===== config.mk =====
export PLATFORM = sky130hd
export DESIGN_NAME = wave_pdm_synth_flat
export DESIGN_NICKNAME = d
export VERILOG_FILES = /design/src/rtl/wave_pdm_pkg.sv /design/src/rtl/wave_pdm_synth_if.sv /design/src/rtl/pdm_modulator.sv /design/src/rtl/wave_pdm_synth.sv /design/src/flat_wrapper.sv
export SDC_FILE = /design/constraint.sdc
export NUM_CORES = 1
export LEC_CHECK = 0
export ABC_AREA = 1
export CORE_MARGIN = 2
export CORE_UTILIZATION = 39
export DETAILED_ROUTE_END_ITERATION = 7
export MAX_ROUTING_LAYER = met4
export PLACE_DENSITY_LB_ADDON = 0.2
export RECOVER_POWER = 50
export SYNTH_ARGS = -nofsm -noshare
export SYNTH_HDL_FRONTEND = slang
export SYNTH_HIERARCHICAL = 1
export SYNTH_SLANG_ARGS = --single-unit

===== constraint.sdc =====
create_clock -name clk -period 3.05 [get_ports clk]
set_clock_uncertainty 0.1 [all_clocks]
set_input_delay 0.915 -clock clk [delete_from_list [all_inputs] [get_ports clk]]
set_output_delay 0.915 -clock clk [all_outputs]
set_load 0.02 [all_outputs]

===== src/rtl/wave_pdm_pkg.sv =====
// Shared constants for the phase-accumulator tone synth and its PDM output stage.
package wave_pdm_pkg;

  localparam logic [1:0] MODE_SAW = 2'd0;
  localparam logic [1:0] MODE_TRI = 2'd1;
  localparam logic [1:0] MODE_SQR = 2'd2;
  localparam logic [1:0] MODE_OFF = 2'd3;

endpackage : wave_pdm_pkg


===== src/rtl/wave_pdm_synth_if.sv =====
// Control and sample bus of the tone synth: settings in, PCM/wrap/PDM out.
interface wave_pdm_synth_if #(
  parameter int WIDTH  = 16,
  parameter int STEP_W = 16
);

  logic              en;
  logic [STEP_W-1:0] step_in;
  logic [1:0]        mode_in;
  logic [1:0]        atten_in;
  logic [WIDTH-1:0]  pcm_out;
  logic              wrap_out;
  logic              pdm_out;

  modport master (
    output en, step_in, mode_in, atten_in,
    input  pcm_out, wrap_out, pdm_out
  );

  modport slave (
    input  en, step_in, mode_in, atten_in,
    output pcm_out, wrap_out, pdm_out
  );

endinterface : wave_pdm_synth_if


===== src/rtl/pdm_modulator.sv =====
// First-order sigma-delta modulator: the carry of err + pcm is the output bit.
module pdm_modulator #(
  parameter int WIDTH = 16
) (
  input  logic             clk,
  input  logic             reset,
  input  logic [WIDTH-1:0] pcm,
  output logic             pdm_out
);

  logic [WIDTH-1:0] err_reg;
  logic [WIDTH:0]   sum_next;

  assign sum_next = {1'b0, err_reg} + {1'b0, pcm};

  always_ff @(posedge clk) begin
    if (reset) begin
      err_reg <= '0;
      pdm_out <= 1'b0;
    end else begin
      err_reg <= sum_next[WIDTH-1:0];
      pdm_out <= sum_next[WIDTH];
    end
  end

endmodule : pdm_modulator


===== src/rtl/wave_pdm_synth.sv =====
// Phase-accumulator synth (saw/tri/square/off) with attenuation, registered PCM and PDM output.
module wave_pdm_synth
  import wave_pdm_pkg::*;
#(
  parameter int WIDTH  = 16,
  parameter int ACC_W  = 24,
  parameter int STEP_W = 16
) (
  input  logic              clk,
  input  logic              reset,
  wave_pdm_synth_if.slave   bus
);

  localparam logic [WIDTH-1:0] MID = {1'b1, {(WIDTH-1){1'b0}}};

  logic [ACC_W-1:0]  phase_reg;
  logic [STEP_W-1:0] step_reg;
  logic [1:0]        mode_reg;
  logic [1:0]        atten_reg;
  logic [WIDTH-1:0]  pcm_reg;
  logic              wrap_reg;

  logic [ACC_W:0]    sum_next;
  logic              reload_next;
  logic [WIDTH-1:0]  top;
  logic [WIDTH-1:0]  tri_lo;
  logic [WIDTH-1:0]  wave_next;
  logic [WIDTH-1:0]  att_next;

  assign sum_next = {1'b0, phase_reg} + (ACC_W + 1)'(step_reg);

  // Settings only change at a period boundary so a waveform never glitches mid-cycle;
  // a zero step would never reach that boundary, so it reloads every edge instead.
  assign reload_next = (bus.en && sum_next[ACC_W]) || (step_reg == '0);

  assign top    = phase_reg[ACC_W-1 -: WIDTH];
  assign tri_lo = {top[WIDTH-2:0], 1'b0};

  always_comb begin
    wave_next = MID;
    case (mode_reg)
      MODE_SAW: wave_next = top;
      MODE_TRI: wave_next = top[WIDTH-1] ? ~tri_lo : tri_lo;
      MODE_SQR: wave_next = top[WIDTH-1] ? {WIDTH{1'b1}} : '0;
      MODE_OFF: wave_next = MID;
      default:  wave_next = MID;
    endcase
  end

  // Shrink toward midscale: the offset term re-centres the shifted sample.
  assign att_next = (wave_next >> atten_reg) + (MID - (MID >> atten_reg));

  always_ff @(posedge clk) begin
    if (reset) begin
      phase_reg <= '0;
      wrap_reg  <= 1'b0;
      pcm_reg   <= MID;
      step_reg  <= bus.step_in;
      mode_reg  <= bus.mode_in;
      atten_reg <= bus.atten_in;
    end else begin
      pcm_reg <= att_next;
      if (bus.en) begin
        phase_reg <= sum_next[ACC_W-1:0];
        wrap_reg  <= sum_next[ACC_W];
      end else begin
        wrap_reg  <= 1'b0;
      end
      if (reload_next) begin
        step_reg  <= bus.step_in;
        mode_reg  <= bus.mode_in;
        atten_reg <= bus.atten_in;
      end
    end
  end

  pdm_modulator #(
    .WIDTH (WIDTH)
  ) u_pdm (
    .clk     (clk),
    .reset   (reset),
    .pcm     (pcm_reg),
    .pdm_out (bus.pdm_out)
  );

  assign bus.pcm_out  = pcm_reg;
  assign bus.wrap_out = wrap_reg;

endmodule : wave_pdm_synth


===== src/flat_wrapper.sv =====
// flat-port wrapper written by rule: the top's interface ports become plain ports
module wave_pdm_synth_flat import wave_pdm_pkg::*;
#(
  parameter int WIDTH  = 16,
  parameter int ACC_W  = 24,
  parameter int STEP_W = 16
)
  (clk, reset, bus_en, bus_step_in, bus_mode_in, bus_atten_in, bus_pcm_out, bus_wrap_out, bus_pdm_out);
  wave_pdm_synth_if #(.WIDTH(WIDTH), .STEP_W(STEP_W)) bus_i ();
  input  logic clk;
  input  logic reset;
  input wire logic [$bits(bus_i.en)-1:0] bus_en;
  input wire logic [$bits(bus_i.step_in)-1:0] bus_step_in;
  input wire logic [$bits(bus_i.mode_in)-1:0] bus_mode_in;
  input wire logic [$bits(bus_i.atten_in)-1:0] bus_atten_in;
  output wire logic [$bits(bus_i.pcm_out)-1:0] bus_pcm_out;
  output wire logic [$bits(bus_i.wrap_out)-1:0] bus_wrap_out;
  output wire logic [$bits(bus_i.pdm_out)-1:0] bus_pdm_out;
  assign bus_i.en = bus_en;
  assign bus_i.step_in = bus_step_in;
  assign bus_i.mode_in = bus_mode_in;
  assign bus_i.atten_in = bus_atten_in;
  assign bus_pcm_out = bus_i.pcm_out;
  assign bus_wrap_out = bus_i.wrap_out;
  assign bus_pdm_out = bus_i.pdm_out;
  wave_pdm_synth #(.WIDTH(WIDTH), .ACC_W(ACC_W), .STEP_W(STEP_W)) u_core (.clk(clk), .reset(reset), .bus(bus_i));
endmodule

### Word level (Yosys, flattened, before mapping)

Index checks and enable logic that the tools add are counted.

| word-level totals | value |
|---|---|
| register bits | 78 |
| input port bits | 23 |
| output and inout port bits | 18 |

| cells by class | value |
|---|---|
| $add $sub $neg | 4 |
| equality and inequality tests | 3 |
| shifts and indexed selects | 2 |
| multiplexer cells | 9 |
| bitwise gates (word level) | 2 |
| reductions and logical operators | 6 |

Operators by type and width:

| cell | count |
|---|---|
| $mux W16 | 4 |
| $pmux W16 S4 | 1 |
| $add A24 B16 Y25 | 1 |
| $add A16 B16 Y17 | 1 |
| $add A16 B16 Y16 | 1 |
| $logic_not A16 Y1 | 1 |
| $not A16 Y16 | 1 |
| $shr A16 B2 Y16 | 1 |
| $shr A16 B2 Y16 const A | 1 |
| $sub A16 B16 Y16 const A | 1 |
| $mux W2 | 4 |
| $eq A2 B2 Y1 const B | 2 |
| $eq A2 B1 Y1 const B | 1 |
| $logic_not A2 Y1 | 1 |
| $reduce_bool A2 Y1 | 1 |
| $reduce_or A2 Y1 | 1 |
| $logic_and A1 B1 Y1 | 1 |
| $logic_or A1 B1 Y1 | 1 |
| $not A1 Y1 | 1 |

### Longest topological paths before layout

| logic depth | value |
|---|---|
| word-level depth | 5 |
| gate-level depth with buffers | 19 |
| mapped depth without buffers | 19 |

### By module

Netlist, hierarchy kept.

Modules (own cells, without submodules):

| module | times used | cells an instance | area an instance (um2) | sequential area each (um2) |
|---|---|---|---|---|
| wave_pdm_synth | 1 | 652 | 4435.5 | 1421.4 |
| pdm_modulator | 1 | 222 | 1378.8 | 340.3 |

### Least setup slack after synthesis

OpenSTA, ideal clock, no wires.

| timing | value |
|---|---|
| path kind | register -> register |
| from | register u_core.mode_reg[1] |
| to | register u_core.pcm_reg[11] (netlist: u_core/bus.pcm_out[11]) |
| data arrival time | 2.787 ns |
| path slack | 0.043 ns |
| cell stages (with the launch flop) | 18 |
| buffers on the path | 1 |
| cells stage by stage | edfxtp_1 inv_2 o21ai_4 buf_2 a22oi_1 nand2_1 o21ai_0 inv_1 o21ai_0 inv_1 ha_1 nand2_1 o21ai_0 a21oi_1 o21ai_0 a21oi_1 o21ai_0 a21oi_1 |

| between the ends | value |
|---|---|
| longest elaborated chain between the ends | 4 |
| elaborated cells between the ends (all ways) | 7 |

RTL lines:

| item | RTL line | text |
|---|---|---|
| from (decl) | wave_pdm_synth.sv:18 | `logic [1:0] mode_reg;` |
| from (signal assigned) | wave_pdm_synth.sv:59 | `mode_reg <= bus.mode_in;` |
| from (signal assigned) | wave_pdm_synth.sv:71 | `mode_reg <= bus.mode_in;` |
| $eq A2 B2 Y1 (tied with other cells) | wave_pdm_synth.sv:41 | `case (mode_reg)` |
| $pmux W16 S4 * | wave_pdm_synth.sv:41 |  |
| $shr A16 B2 Y16 * | wave_pdm_synth.sv:51 | `assign att_next = (wave_next >> atten_reg) + (MID - (MID >> atten_reg));` |
| $add A16 B16 Y16 * | wave_pdm_synth.sv:51 |  |
| to (signal assigned) | wave_pdm_synth.sv:62 | `pcm_reg <= att_next;` |
| to (decl) | wave_pdm_synth.sv:20 | `logic [WIDTH-1:0] pcm_reg;` |

Every way passes the cells marked *; elsewhere a longest branch is shown, timed or not.
A chain may end at the register's enable or synchronous reset.

### Worst setup path in the final report

| timing | value |
|---|---|
| from | register u_core.mode_reg[1] |
| to | register u_core.pcm_reg[15] (netlist: u_core/bus.pcm_out[15]) |

The elaborated chain is that of the path after synthesis.

==> flow_summary.json <==
{
  "status": "completed",
  "p_per_area_nw_per_um2": 609.3,
  "worstSkewPairLatency_ps": 350,
  "synth_area_sq_um": 5814,
  "synthArstFlopShare_pct": 0,
  "worst_pin_slew_ps": 563.9,
  "maxSlewViolCount": 0,
  "holdPathEnd": "u_core/phase_reg[6]$_SDFFE_PP0P_",
  "end_kind": "flop",
  "drt_first_pass_iters": 7,
  "synth_cell_types": 46,
  "cts_sinks": 78,
  "antenna_found_initial": 0,
  "drc_errors": 0,
  "cts_tree": "yes",
  "core.rowCount": 44,
  "vias": 5816,
  "synth_common_cells": "nand2_1 (236), inv_1 (121), nor2_1 (93)",
  "diodes": 0,
  "synth-warning-count": 6,
  "hpwl_um": 12130,
  "ctsRootBufferMaster": "clkbuf_16",
  "syn_to_final_growth_pct": 27.89,
  "start_util_pct": 40.01,
  "power.total_uw": 4531,
  "worst-r2r-setup-slack_ps": 20,
  "core-area_sq_um": 14530,
  "timing.final.crit_period_ps": 3028,
  "clk_pin_slew_ps": 70,
  "fin_nets": 1043,
  "grt-ovfl-total": 0,
  "ys_seq_area_share_pct": 30.30,
  "setup_violations": 0,
  "hold_viol_final": 0,
  "drive_gt1_share_pct": 15.62,
  "post-route-period-util_pct": 99.27,
  "reg2reg_to": "u_core/bus.pcm_out[15]$_SDFF_PP1_",
  "syn_area_per_cell_sq_um": 6.653,
  "post_drt_wl_per_cell_um": 13.54,
  "maxCapViolations": 0,
  "wirelength_um": 15670,
  "portBuffers": 40,
  "grt_first_pass_wirelength_um": 25300,
  "synth_top_area_share_pct": 19.97,
  "grt_max_degree": 24,
  "synthFlopType": "dfxtp_1",
  "rsz0062_at_grt": "true",
  "die_h_um": 126.1,
  "rr_worst_depth": 18,
  "cts_buffers": 9,
  "track_usage_pct": 20.43,
  "cts_max_level": 3,
  "ant_nets": 0,
  "cp_data_required_time_ps": 3180,
  "die-width_um": 126.1,
  "routabilityCongestion": 0.9396,
  "ys_seq_elements": 78,
  "setup-tns-final_ps": 0,
  "synthMostInstantiatedCell": "nand2_1",
  "grt_pass1_vias": 5388,
  "cts_hold_buf": 0,
  "netlist_instances": 874,
  "r2r-start": "u_core/mode_reg[1]$_DFFE_PP_",
  "num_io_pins": 41,
  "holdWs_ps": 396.1,
  "critPathArrivalTime_ps": 3160,
  "synthTopCellsByArea": "dfxtp_1 (20%), nand2_1 (15%), ha_1 (11%)",
  "drt_iter0_markers": 378,
  "p_leak_uw": 0.003619,
  "clock.fmax_mhz": 330.3,
  "critical_path_class": "reg2reg",
  "synth_edf_count": 20,
  "crit_path_start_kind": "flop",
  "min_from": "u_core/phase_reg[6]$_SDFFE_PP0P_",
  "hold_path.class": "reg2reg",
  "slew_headroom_pct": 62.06,
  "ir_worst_vdd_mv": 0.3189,
  "whs_path_depth": 2,
  "largest_register_ffs": 24,
  "synth_nets": 949,
  "critPathMaxFanout": 6,
  "dieArea_sq_um": 15900,
  "vias_per_cell": 5.027,
  "synth_top_area_cell": "dfxtp_1",
  "clock_path_buffers": 2
}
power by group:
group,leakage [uW],internal [uW],switching [uW]
sequential,0.000677,1240,97.1
combinational,0.00277,793,1150
clock,0.000171,787,456
what timing repair did:
item | 4_1_cts | 5_1_grt
buffers inserted | 0 | 8
gates resized for setup | 4 | 75
setup endpoints to repair | 3 | 10
pin swaps | 0 | 14
through the flow:
step	cell area, sq um	std cells	setup WS (ps)	utilization, %
final	7436	1157	22.33	51.16
after global routing	7436	1157	-151.4	51.16
after CTS	7116	1149	11.35	48.96
after detailed placement	6756	1133	-33.88	46.49
after global placement	6756	1133	-15.07	46.49
after floorplan	5814	874	42.98	-
critical path, cell delays in order (launching register included):
cell and delay, ps:
edfxtp_1 450, inv_2 90, o21ai_4 270, buf_6 170, a22oi_2 60, inv_2 70, o21ai_2 70, nand2_1 90
o21ai_2 60, ha_1 340, ha_4 240, nand2_2 70, nand2_2 60, a21oi_2 130, nor2_1 50, a211oi_1 210
o21ai_1 130, a21oi_1 160, o21ai_1 80
final cells by class:
cell class / instances / area (sq um)
Fill cell: 1498 / 7098
Timing Repair Buffer: 103 / 897.1
Clock buffer: 12 / 300.3
Inverter: 126 / 473.0
Clock inverter: 4 / 55.05
Multi-Input combinational cell: 650 / 3715
Tap cell: 184 / 230.2
Sequential cell: 78 / 1765
per-layer routing:
| layer | up-vias | global-route usage (%) | part of all wire, % |
|---|---|---|---|
| met5 | - | - | 0 |
| li1 | 3049 | - | - |
| met2 | 111 | 35.52 | 51 |
| met4 | 0 | 7.886 | 3.2 |
| met3 | 32 | 4.291 | 3.3 |
| met1 | 2624 | 22.99 | 43 |
layout by cell type (no fill, tap or decap), drive strengths merged, types with 7 or more instances in the layout:
| cell | count |
|---|---|
| o21ai | 66 |
| dfxtp | 58 |
| buf | 63 |
| inv | 127 |
| clkbuf | 12 |
| dlygate4sd3 | 21 |
| clkdlybuf4s50 | 19 |
| nand3 | 51 |
| nor3 | 10 |
| nand2 | 243 |
| a22oi | 8 |
| ha | 50 |
| nor2 | 93 |
| edfxtp | 20 |
| xor2 | 7 |
| a21oi | 77 |
kinds of logic after synthesis:
kind of cell | after synthesis | share of synthesized area [%]
fa+ha+maj | 52 | 11.45
compound gates | 171 | 16.35
simple gates | 414 | 29.85
buf+inv | 146 | 10.09
xor+xnor | 13 | 1.958
flops | 78 | 30.30
how the worst max path moves through the flow:
stage,from,end,slack [ps],depth (start not counted)
after global placement,u_core/phase_reg[23]$_SDFFE_PP0P_,u_core/bus.pcm_out[14]$_SDFF_PP0_,-20,17
after detailed placement,u_core/phase_reg[23]$_SDFFE_PP0P_,u_core/bus.pcm_out[15]$_SDFF_PP1_,-30,18
after CTS,u_core/mode_reg[1]$_DFFE_PP_,u_core/bus.pcm_out[14]$_SDFF_PP0_,10,18
after global routing,u_core/mode_reg[1]$_DFFE_PP_,u_core/bus.pcm_out[15]$_SDFF_PP1_,-150,18
after floorplan,u_core/mode_reg[1]$_DFFE_PP_,u_core/bus.pcm_out[11]$_SDFF_PP0_,40,17
final,u_core/mode_reg[1]$_DFFE_PP_,u_core/bus.pcm_out[15]$_SDFF_PP1_,20,18
(Power assumes the default switching activity.)
==> edit 1, RTL diff (same settings) <==
`WIDTH` is set to 16 in 4 places; all go to 12.
--- a/src/rtl/wave_pdm_synth_if.sv
+++ b/src/rtl/wave_pdm_synth_if.sv
@@ -1,6 +1,6 @@
 // Control and sample bus of the tone synth: settings in, PCM/wrap/PDM out.
 interface wave_pdm_synth_if #(
-  parameter int WIDTH  = 16,
+  parameter int WIDTH  = 12,
   parameter int STEP_W = 16
 );
 
--- a/src/rtl/pdm_modulator.sv
+++ b/src/rtl/pdm_modulator.sv
@@ -1,6 +1,6 @@
 // First-order sigma-delta modulator: the carry of err + pcm is the output bit.
 module pdm_modulator #(
-  parameter int WIDTH = 16
+  parameter int WIDTH = 12
 ) (
   input  logic             clk,
   input  logic             reset,
--- a/src/rtl/wave_pdm_synth.sv
+++ b/src/rtl/wave_pdm_synth.sv
@@ -2,7 +2,7 @@
 module wave_pdm_synth
   import wave_pdm_pkg::*;
 #(
-  parameter int WIDTH  = 16,
+  parameter int WIDTH  = 12,
   parameter int ACC_W  = 24,
   parameter int STEP_W = 16
 ) (
--- a/src/flat_wrapper.sv
+++ b/src/flat_wrapper.sv
@@ -1,7 +1,7 @@
 // flat-port wrapper written by rule: the top's interface ports become plain ports
 module wave_pdm_synth_flat import wave_pdm_pkg::*;
 #(
-  parameter int WIDTH  = 16,
+  parameter int WIDTH  = 12,
   parameter int ACC_W  = 24,
   parameter int STEP_W = 16
 )
Interface: changed (resized bus_pcm_out); port bits go from 41 to 37. The function was not compared with the original's and may differ.
==> edit 1 against the original RTL <==
  * Utilization fell by 1.5 points
  * Area after synthesis shrank 16%
  * Routed wire length decreased by 21%
  * Final cell count shrank 20%
  * Worst setup slack gained 0.15 ns
  * Cell area decreased by 19%
  * Largest power group unchanged
  * Sequential cell count fell by 8
  * Sequential share of layout area is 2.9 points higher
  * Total power decreased by 23%
  * Via count shrank 20%
  * Clock power decreased by 14%
  * Die area down 15%
==> edit 1: results (changes against the original RTL) <==
fin_crit_sh: 0.943  # -0.0500
grt_pass1_vias: 4384  # -19%
pg_seq_mw: 1.17  # -13%
relSlewSlack: 0.240  # -0.381
r2r_slack_ns: 0.17  # +0.15 ns
grt_util_all_layers: 0.194  # -0.0108
hpwl_um: 9280  # -24%
crit_slowest_cell: "edfxtp_1"
synth_fp_nets: 772  # -19%
p_sw_frac: 0.352  # -0.0252
synth.area.top_cells: "dfxtp_1 (20%), nand2_1 (13%), edfxtp_1 (12%), ha_1 (11%), inv_1 (6.9%)"
antenna_found_initial: 1  # +1
numCtsBuffers: 9  # unchanged
hold_path_depth: 2  # unchanged
drt_iter0_drc: 399  # +5.6%
dp_cells: 903  # -20%
place_area_um2: 5470  # -19%
pre_cts_ws_ns: 0.0432  # +0.0771 ns
reg2reg_depth: 16  # -2
port_buffers: 36  # -10%
crit_start: "u_core/mode_reg[1]$_DFFE_PP_"
holdWs_ns: 0.410  # +0.0141 ns
final_util: 0.496  # -0.0152
path_class: "reg -> reg"
drt_pass1_iterations: 5  # -2
grt_pass1_wl_um: 19900  # -22%
vias: 4679  # -20%
final_cells: 927  # -20%
crit_path_max_fanout: 5  # -1
synth_common_cells: "nand2_1 (174), inv_1 (90), nor2_1 (81)"
grt_max_degree: 25  # +4.2%
min_to: "u_core/phase_reg[6]$_SDFFE_PP0P_"
root_buffer: "clkbuf_16"
drive_above_1_share: 0.111  # -0.0454
vdd_drop_max_mv: 0.314  # -1.4%
num-fill-cells: 1252  # -16%
final_nets: 820  # -21%
cpPeakStageDelay_ns: 0.54  # +0.09 ns
gp_congestion: 0.964  # +2.6%
crit_arrival_ns: 3.01  # -0.15 ns
worst_r2r_endpoint: "u_core/bus.pcm_out[10]$_SDFF_PP0_"
yosysUniqueCellTypes: 44  # -4.3%
wl_per_cell_um: 13.3  # -2.0%
status: "finished, final reports clean"
pg_comb_mw: 1.25  # -36%
leakage_nw: 2.79  # -23%
postSynthCellCount: 705  # -19%
synth_seq_area_share: 0.327  # +0.0244
synth-edff-count: 20  # unchanged
total_power_mw: 3.49  # -23%
## edit 1: area by class of cell
cell class                 instances  area share
tap                              168      0.0350
clock buffer                      10      0.0416
timing repair buffer              51      0.0801
sequential                        70       0.267
multi-input combinational        525       0.507
antenna                            1    0.000416
inverter                          96      0.0599
clock inverter                     6     0.00978
## edit 1: cell families (layout without fill, tap and decap cells)
logic type,after synthesis,count (layout),synth area share
other cells,0,1,0
simple gates,336,337,0.292
xor+xnor,14,14,0.0251
compound gates,130,130,0.151
flops,70,70,0.327
buf+inv,111,163,0.0895
fa+ha+maj,44,44,0.116
## edit 1: timing repair
action                                  CTS  global route
resized for setup                         0            40
endpoints found under the setup margin    0             6
buffers inserted                          0             6
hold endpoints to repair                  0             0
## edit 1: per-layer routing
layer / track usage / wire (um) / vias to the layer above
met2: 0.320 / 5850 / 98
li1: - / - / 2418
met5: - / 0 / -
met3: 0.0486 / 549 / 19
met4: 0.0675 / 255 / 0
met1: 0.230 / 5650 / 2144
==> edit 2, RTL diff (config.mk and constraints unchanged) <==
Without the edit above. Make the reset (`reset`) asynchronous in one clocked block.
--- a/src/rtl/pdm_modulator.sv
+++ b/src/rtl/pdm_modulator.sv
@@ -13,7 +13,7 @@
 
   assign sum_next = {1'b0, err_reg} + {1'b0, pcm};
 
-  always_ff @(posedge clk) begin
+  always_ff @(posedge clk or posedge reset) begin
     if (reset) begin
       err_reg <= '0;
       pdm_out <= 1'b0;
Behaviour: differs if reset is asserted again (counterexample within 4 cycles, from zero or initial values and one cycle with reset high); with reset held inactive, the same outputs for 4 cycles.
==> edit 2 against the original RTL <==
  * Cell area down 1.5%
  * Area after synthesis up 0.41%
  * Sequential share of layout area up 1.5 points
  * Sequential cell count unchanged
  * Synthesized cell count down 2.3%
  * Critical path depth unchanged
  * Worst setup slack better by 0.16 ns
  * Critical endpoint unchanged
  * Routed wire length down 5.3%
  * Via count down 5.3%
  * Total power up 3.2%
==> edit 2: results (changes against the original RTL) <==
synth_fa_ha_area_frac: 0.114  # -0.000466
synth_compound_area_frac: 0.149  # -0.0150
switching_power_mw: 1.90  # +11%
vdd_drop_max_mv: 0.352  # +10%
drt_iter0_drc: 252  # -33%
synth_area_per_cell_um2: 6.84  # +2.8%
synthArstFlopShare: 0.218  # +0.218
crit_arrival_ns: 3.01  # -0.15 ns
powerClk_mw: 1.06  # -15%
leakage_nw: 3.52  # -2.7%
status: "finished, final reports clean"
grt_max_degree: 24  # unchanged
pre_cts_ws_ns: -0.0661  # -0.0322 ns
grt_pass1_wl_um: 24300  # -3.8%
num-fill-cells: 1431  # -4.5%
synth_common_cells: "nand2_1 (238), inv_1 (120), nor2_1 (76)"
yosysUniqueCellTypes: 46  # unchanged
min-delay-start: "u_core/u_pdm/err_reg[0]$_DFF_PP0_"
synth.area.top_cells: "nand2_1 (15%), dfxtp_1 (14%), ha_1 (11%), edfxtp_1 (10%), inv_1 (7.7%)"
r2r_slack_ns: 0.18  # +0.16 ns
cpPeakStageDelay_ns: 0.48  # +0.03 ns
synth_xor_area_frac: 0.0300  # +0.0104
power_density_nw_per_um2: 638  # +4.8%
gp_congestion: 0.892  # -5.1%
worstMarginPinSlew_ns: 1.06  # +0.495 ns
antennaDiodeCount: 0  # unchanged
min_to: "u_core/u_pdm/err_reg[0]$_DFF_PP0_"
dp_cells: 1084  # -4.3%
routed_wirelength_um: 14800  # -5.3%
synth_seq_area_share: 0.316  # +0.0133
vias: 5509  # -5.3%
grt_util_all_layers: 0.192  # -0.0120
via_per_inst: 4.94  # -1.7%
hpwl_um: 11300  # -6.9%
ys_warn_count: 6  # unchanged
grt_pass1_vias: 5277  # -2.1%
fin_crit_sh: 0.942  # -0.0509
holdWs_ns: 0.368  # -0.0282 ns
synth_fp_nets: 929  # -2.1%
hold_path_depth: 1  # -1
place_area_um2: 6580  # -2.6%
final_nets: 1001  # -4.0%
pg_seq_mw: 1.39  # +4%
largest_register_ffs: 24  # unchanged
drt_pass1_iterations: 5  # -2
## edit 2: layer usage
metal / track usage / wire length [um]
met5: - / 0
met4: 0.0743 / 353
met3: 0.0337 / 523
met2: 0.314 / 7130
met1: 0.237 / 6840
## edit 2: cells by family (layout without fill, tap and decap cells)
family,Yosys count,after routing
compound gates,156,157
xor+xnor,20,20
fa+ha+maj,52,52
buf+inv,144,220
flops,78,78
simple gates,404,404
## edit 2: cell type report
| type | count | area [um^2] | share of cell area |
|---|---|---|---|
| flip-flops and latches | 78 | 1850 | 0.252 |
| clock buffers | 10 | 250 | 0.0342 |
| clock inverters | 6 | 40.0 | 0.00547 |
| multi-input cells | 633 | 3750 | 0.513 |
| inverters | 125 | 472 | 0.0644 |
| repair buffers | 79 | 729 | 0.0996 |
| well taps | 184 | 230 | 0.0314 |
## edit 2: repair_timing
action,in CTS,in global routing
endpoints found under the setup margin,3,30
pin swaps,0,28
resized for setup,2,96
setup buffers,2,12
hold buffers,0,0
cloned,0,1
